## config.mk

```make
export PLATFORM = sky130hd
export DESIGN_NAME = mem_writeback_stage
export DESIGN_NICKNAME = d
export VERILOG_FILES = /design/src/rtl/mem_writeback_stage.sv
export SDC_FILE = /design/constraint.sdc
export NUM_CORES = 1
export LEC_CHECK = 0
export CELL_PAD_IN_SITES_DETAIL_PLACEMENT = 0
export CELL_PAD_IN_SITES_GLOBAL_PLACEMENT = 1
export CORE_ASPECT_RATIO = 1.4
export CORE_UTILIZATION = 31
export DETAILED_ROUTE_END_ITERATION = 6
export PLACE_DENSITY_LB_ADDON = 0.05
export SKIP_LAST_GASP = 1
export SYNTH_ARGS = -nofsm -noshare
export SYNTH_HDL_FRONTEND = slang
export SYNTH_SLANG_ARGS = --single-unit
```

## constraint.sdc

```tcl
create_clock -name i_Clock -period 2 [get_ports i_Clock]
set_input_delay 0.3 -clock i_Clock [delete_from_list [all_inputs] [get_ports i_Clock]]
set_output_delay 0.3 -clock i_Clock [all_outputs]
set_load 0.005 [all_outputs]
```

## src/rtl/mem_writeback_stage.sv

```systemverilog
// MEM/WB pipeline stage: captures memory-stage results and aligns load data for the
// register file. Also flags misaligned or illegal loads, feeds the bypass network and
// counts retired instructions.
module mem_writeback_stage #(
  parameter int unsigned COUNTER_WIDTH = 32
) (
  input  logic                     i_Clock,
  input  logic                     i_Reset_n,
  input  logic                     i_Valid,
  input  logic                     i_Stall,
  input  logic                     i_Flush,
  input  logic                     i_RegWrite,
  input  logic [4:0]               i_RegDest,
  input  logic                     i_IsLoad,
  input  logic [2:0]               i_LoadFunct3,
  input  logic [31:0]              i_Address,
  input  logic [31:0]              i_LoadData,
  output logic                     o_WriteEnable,
  output logic [4:0]               o_RegDest,
  output logic [31:0]              o_DataOut,
  output logic                     o_FwdValid,
  output logic [4:0]               o_FwdRegDest,
  output logic [31:0]              o_FwdData,
  output logic                     o_Trap,
  output logic [31:0]              o_TrapAddr,
  output logic [COUNTER_WIDTH-1:0] o_RetiredCount
);

  localparam logic [2:0] F3Lb  = 3'd0;
  localparam logic [2:0] F3Lh  = 3'd1;
  localparam logic [2:0] F3Lw  = 3'd2;
  localparam logic [2:0] F3Lbu = 3'd4;
  localparam logic [2:0] F3Lhu = 3'd5;

  localparam logic [COUNTER_WIDTH-1:0] CountOne = {{(COUNTER_WIDTH-1){1'b0}}, 1'b1};

  logic                     valid_q;
  logic                     regwrite_q;
  logic [4:0]               regdest_q;
  logic                     isload_q;
  logic [2:0]               funct3_q;
  logic [31:0]              address_q;
  logic [31:0]              loaddata_q;
  logic                     loadheld_q;
  logic [COUNTER_WIDTH-1:0] count_q;

  logic        retire;
  logic        fault;
  logic        illegal_f3;
  logic        misaligned;
  logic        rd_writes;
  logic [31:0] load_word;
  logic [31:0] byte_shifted;
  logic [7:0]  load_byte;
  logic [15:0] load_half;
  logic [31:0] data_out;

  always_ff @(posedge i_Clock or negedge i_Reset_n) begin
    if (!i_Reset_n) begin
      valid_q    <= 1'b0;
      regwrite_q <= 1'b0;
      regdest_q  <= 5'd0;
      isload_q   <= 1'b0;
      funct3_q   <= 3'd0;
      address_q  <= 32'd0;
      loaddata_q <= 32'd0;
      loadheld_q <= 1'b0;
    end else if (i_Flush) begin
      valid_q    <= 1'b0;
      loadheld_q <= 1'b0;
    end else if (!i_Stall) begin
      valid_q    <= i_Valid;
      regwrite_q <= i_RegWrite;
      regdest_q  <= i_RegDest;
      isload_q   <= i_IsLoad;
      funct3_q   <= i_LoadFunct3;
      address_q  <= i_Address;
      loadheld_q <= 1'b0;
    end else if (valid_q && isload_q && !loadheld_q) begin
      // The RAM read port only holds the word for one cycle; keep it across the stall.
      loaddata_q <= i_LoadData;
      loadheld_q <= 1'b1;
    end
  end

  always_ff @(posedge i_Clock or negedge i_Reset_n) begin
    if (!i_Reset_n) begin
      count_q <= '0;
    end else if (retire && !fault) begin
      count_q <= count_q + CountOne;
    end
  end

  always_comb begin
    illegal_f3 = (funct3_q == 3'd3) || (funct3_q == 3'd6) || (funct3_q == 3'd7);
    misaligned = 1'b0;
    if ((funct3_q == F3Lh) || (funct3_q == F3Lhu)) begin
      misaligned = address_q[0];
    end else if (funct3_q == F3Lw) begin
      misaligned = (address_q[1:0] != 2'b00);
    end
    fault     = isload_q && (illegal_f3 || misaligned);
    retire    = valid_q && !i_Stall;
    rd_writes = regwrite_q && (regdest_q != 5'd0) && !fault;
  end

  always_comb begin
    load_word    = loadheld_q ? loaddata_q : i_LoadData;
    byte_shifted = load_word >> {address_q[1:0], 3'b000};
    load_byte    = byte_shifted[7:0];
    load_half    = address_q[1] ? load_word[31:16] : load_word[15:0];
    data_out     = address_q;
    if (isload_q) begin
      case (funct3_q)
        F3Lb:    data_out = {{24{load_byte[7]}}, load_byte};
        F3Lh:    data_out = {{16{load_half[15]}}, load_half};
        F3Lw:    data_out = load_word;
        F3Lbu:   data_out = {24'd0, load_byte};
        F3Lhu:   data_out = {16'd0, load_half};
        default: data_out = load_word;
      endcase
    end
  end

  assign o_WriteEnable  = retire && rd_writes;
  assign o_RegDest      = regdest_q;
  assign o_DataOut      = data_out;
  // Bypass ignores stall so a held result stays visible to younger instructions.
  assign o_FwdValid     = valid_q && rd_writes;
  assign o_FwdRegDest   = regdest_q;
  assign o_FwdData      = data_out;
  assign o_Trap         = retire && fault;
  assign o_TrapAddr     = (retire && fault) ? address_q : 32'd0;
  assign o_RetiredCount = count_q;

endmodule

```

* Word-level counts from Yosys, hierarchy flattened
Index checks and enable logic that the tools add are counted.
** Operators by class
- Equal/unequal tests :: 9
- Bitwise operators :: 2
- Mux-type cells :: 12
- Shift-type cells :: 1
- Add/subtract/negate cells :: 1
- Reductions and logical operators :: 22
** Operators by type and width (count)
- case mux 32 bit (4 select lines) :: 1
- two-way mux 32 bit :: 3
- adder 32 x 1 -> 32 bit (second input constant) :: 1
- right shift 32 x 5 -> 8 bit :: 1
- two-way mux 16 bit :: 1
- equality test 3 bit (second input constant) :: 4
- logical AND 1 bit :: 10
- two-way mux 1 bit :: 7
- equality test 3 x 2 -> 1 bit (second input constant) :: 2
- nonzero test 5 bit :: 1
- logical OR 1 bit :: 4
- equality test 3 x 1 -> 1 bit (second input constant) :: 1
- zero test 1 bit :: 3
- zero test 3 bit :: 1
- != test 3 x 1 -> 1 bit (second input constant) :: 1
- AND reduction 3 bit :: 1
- != test 2 x 1 -> 1 bit (second input constant) :: 1
- NOT 1 bit :: 2
- AND reduction 2 bit :: 1
- nonzero test 2 bit :: 1
** Storage, ports and cells
- Bits in registers :: 108
- Input bits :: 79
- Word-level logic and storage cells :: 56
- Output and inout port bits :: 141

* Logic depth before layout (Yosys ltp)
- Depth in word-level cells :: 8
- Gate-level depth with buffers :: 8
- Depth with buffers taken out :: 6

* Least setup slack after synthesis
OpenSTA, ideal clock, no wires.
- Path type :: flip-flop to output port
- Start point :: reg loadheld_q
- End point :: out o_FwdData[21]
- Stages on the path, launching flop included :: 9
- Data required time :: 1.700 ns
- Path buffers :: 3
- Setup slack :: -0.157 ns
- Data arrival time :: 1.857 ns
- Cell sequence :: dfrtp_1 -> buf_2 -> mux4_2 -> nand2_1 -> o21ai_1 -> o2111ai_2 -> buf_2 -> o221ai_1 -> buf_4
** On the way
- Longest elaborated chain between the ends :: 4
- Elaborated cells on any way between the ends :: 5
- Classes of those cells :: shift: 1; mux: 4
** Ends and longest elaborated chain
- start, declared :: line 44 : logic loadheld_q;
- start signal, assigned :: line 67 : loadheld_q <= 1'b0;
- start signal, assigned :: line 70 : loadheld_q <= 1'b0;
- start signal, assigned :: line 78 : loadheld_q <= 1'b0;
- two-way mux 32 bit * :: line 108 : load_word = loadheld_q ? loaddata_q : i_LoadData;
- right shift 32 x 5 -> 8 bit / two-way mux 16 bit (equally long branches) :: line 109, 111
- case mux 32 bit (4 select lines) * :: line 114 : case (funct3_q)
- two-way mux 32 bit * :: line 113 : if (isload_q) begin
- end, declared :: line 23 : output logic [31:0] o_FwdData,
Every way passes the cells marked *; elsewhere a longest branch is shown, timed or not.

* Worst setup path in the final report
- Start point :: reg loadheld_q
- End point :: out o_FwdData[4]
The elaborated chain is that of the path after synthesis.

==> flow_metrics.tcl <==
set metrics [dict create \
    synth_edf_count 0 \
    wl_per_cell_um 18.8 \
    cts_tree "built" \
    async_flop_share 1.00 \
    grt_max_degree 51 \
    antenna_found_initial 1 \
    setup_slack_ns -0.629 \
    dieArea_um2 20300 \
    status "finished with violations" \
    synth_area_leaders "dfrtp_1 (44%), mux2_2 (11%), buf_4 (4.5%), nand2_1 (4.2%), mux2i_1 (4.1%)" \
    finClkSkew_ns 0.00406 \
    fmax_ghz 0.380 \
    io_buffer_count 219 \
    violations "negative setup slack" \
    yosysSeqAreaShare 0.442 \
    initial_core_util 0.317 \
    min_period_over_period 1.31 \
    via_count 5574 \
    hold_path.class "in -> async" \
    cp.required_ns 1.70 \
    place_ws_ns -0.768 \
    synth_most_common_cell "dfrtp_1" \
    postSynthAreaPerCell_um2 10.1 \
    io_pins 220 \
    relSlewSlack 0.642 \
    clk_path_buf_depth 2 \
    grt_pass1_wl_um 33400 \
    worst-setup-path-type "reg -> out" \
    routed_via_density 4.85 \
    p_leak_uw 0.00455 \
    cts_sinks 108 \
    place.detailed.hpwl_um 15700 \
    ys_ff_latch 108 \
    cts_root_buf "clkbuf_16" \
    crit_fanout 7 \
    dr.pass1.iters 4 \
    tightest_slew_ns 0.538 \
    yosys_warnings 0 \
    syn_to_final_growth_pct 65.7 \
    clk_pin_slew_ns 0.07 \
    period_needed_ns 2.63 \
    fp.dieW_um 121 \
    netlist_top_cells_count "dfrtp_1 (108), nand2_1 (68), mux2_2 (60)" \
    dieHeight_um 168 \
    gp_congestion 0.802 \
    p_total_uw 7320 \
    numCtsBuffers 9 \
    pwr_density_cell_nw_per_um2 723 \
    htree_levels 3 \
    syn_area_um2 6110 \
    setup_viol 121 \
    syn_nets 686 \
    final_util 0.525 \
    grt_overflow 0 \
    cp_data_arrival_time_ns 2.33 \
    rows 60 \
    yosys.area.top_type_share 0.442 \
    synth_largest_area_cell "dfrtp_1" \
    drtIter0Drc 154 \
    maxCapViolCount 0 \
    critPathLaunchType "register" \
    clk_latency_ns 0.35 \
    max-vdd-ir-drop_mv 0.465 \
    ant_nets 0 \
    core-area_um2 19300 \
    synthFlopType "dfrtp_1" \
    synth_cells 606 \
    synth_cell_type_count 54 \
    slew_violations 0 \
    rsz0062_at_grt "yes" \
    drt_wl_total_um 21700 \
    holdWs_ns 0.459 \
    grt_use_total 0.218 \
    cp-end-kind "output port" \
    finalHoldViolCount 0 \
    layout.nets 978 \
    drc 0 \
    drive_gt1_frac 0.478 \
    grt_pass1_vias 5861 \
]
-- report_power, final --
| part | switching [µW] | total, µW | internal [µW] | leakage (µW) |
|---|---|---|---|---|
| registers | 238 | 2770 | 2540 | 0.00135 |
| clock network | 856 | 1820 | 968 | 0.000134 |
| logic | 1240 | 2720 | 1480 | 0.00307 |
-- placed cells by master, fill, tap and decap left out, types with 4 or more instances in the layout --
master	instances
clkdlybuf4s50_1	119
dfrtp_1	105
buf_2	86
buf_4	84
nand2_1	67
mux2_2	52
buf_6	34
o21ai_0	29
inv_1	27
nor3_2	20
mux2i_1	16
nor2_1	16
nor2_4	16
xor2_1	16
nor3_4	14
xnor2_1	14
buf_12	14
o221ai_2	13
clkbuf_16	9
o22a_1	8
mux2_4	8
a21oi_1	8
clkbuf_2	8
mux2i_2	6
and2_4	6
nand4_1	6
nand3_1	6
o21ai_2	5
o22ai_2	5
nor2_2	4
buf_8	4
-- final timing paths --
path	startpoint	to	slack (ns)	cells after the start
max in group asynchronous	i_Reset_n	address_q[25]	0.87	3
min in group i_Clock	o_RetiredCount[31]	o_RetiredCount[31]	0.48	1
worst min-delay path	i_Reset_n	loaddata_q[3]	0.46	2
worst max-delay path	loadheld_q	o_FwdData[4]	-0.63	9
worst max register to register	funct3_q[0]	o_RetiredCount[7]	-0.19	11
worst min register to register	o_RetiredCount[31]	o_RetiredCount[31]	0.48	1
-- layer usage --
metal / wire, µm / part of all wire / GRT usage
met5: 0 / 0 / 0
met4: 393 / 0.018 / 0.0768
met3: 923 / 0.043 / 0.0305
met2: 11900 / 0.55 / 0.407
met1: 8440 / 0.39 / 0.249
-- cell type report --
type                    instances  area, µm²
diodes                          1       2.50
clock buffers                   9        225
clock inverters                 5       62.6
fillers                      1752       9170
inverters                      27        101
multi-input cells             399       3650
flip-flops and latches        108       2710
well taps                     248        310
repair buffers                353       3070
-- registers in the layout (all words and copies together) (netlist names) --
register and count:
address_q 32, funct3_q 3, loadheld_q 1, loaddata_q 32, regwrite_q 1, o_FwdRegDest 5, o_RetiredCount 32, isload_q 1
valid_q 1
-- critical path: stages (launching register included) --
cell and delay, ns:
dfrtp_2 0.48, buf_4 0.17, buf_12 0.12, buf_4 0.12, mux2_4 0.32, nor2_4 0.14
a211oi_4 0.06, nor3_4 0.18, o22ai_2 0.11, dlygate4sd2_1 0.27
-- logic make-up after synthesis --
| family | Yosys count | share of synthesized area |
|---|---|---|
| DFF | 108 | 0.442 |
| buffers and inverters | 100 | 0.0866 |
| and+or+nand+nor | 188 | 0.165 |
| muxes | 87 | 0.157 |
| adders and majority gates | 1 | 0.00205 |
| AOI/OAI and AO/OA | 91 | 0.103 |
| xor gates and xnor gates | 31 | 0.0444 |
-- through the flow --
| stage | cells | area (µm²) | TNS (ns) |
|---|---|---|---|
| after floorplan | 606 | 6200 | -0.305 |
| after global placement | 1083 | 9010 | -55.48 |
| after detailed placement | 1083 | 9010 | -56.26 |
| after CTS | 1137 | 9680 | -53.75 |
| after global routing | 1150 | 10100 | -58.83 |
| final | 1150 | 10100 | -49.01 |
-- repair_timing --
| item | 4_1_cts | 5_1_grt |
|---|---|---|
| setup endpoints to repair | 116 | 126 |
| buffers inserted | 40 | 25 |
| hold endpoints to repair | 31 | 0 |
| resized for setup | 453 | 116 |
| pin swaps | 58 | 53 |
| hold buffers | 1 | 0 |
| cloned | 5 | 0 |
(Power assumes the default switching activity.)
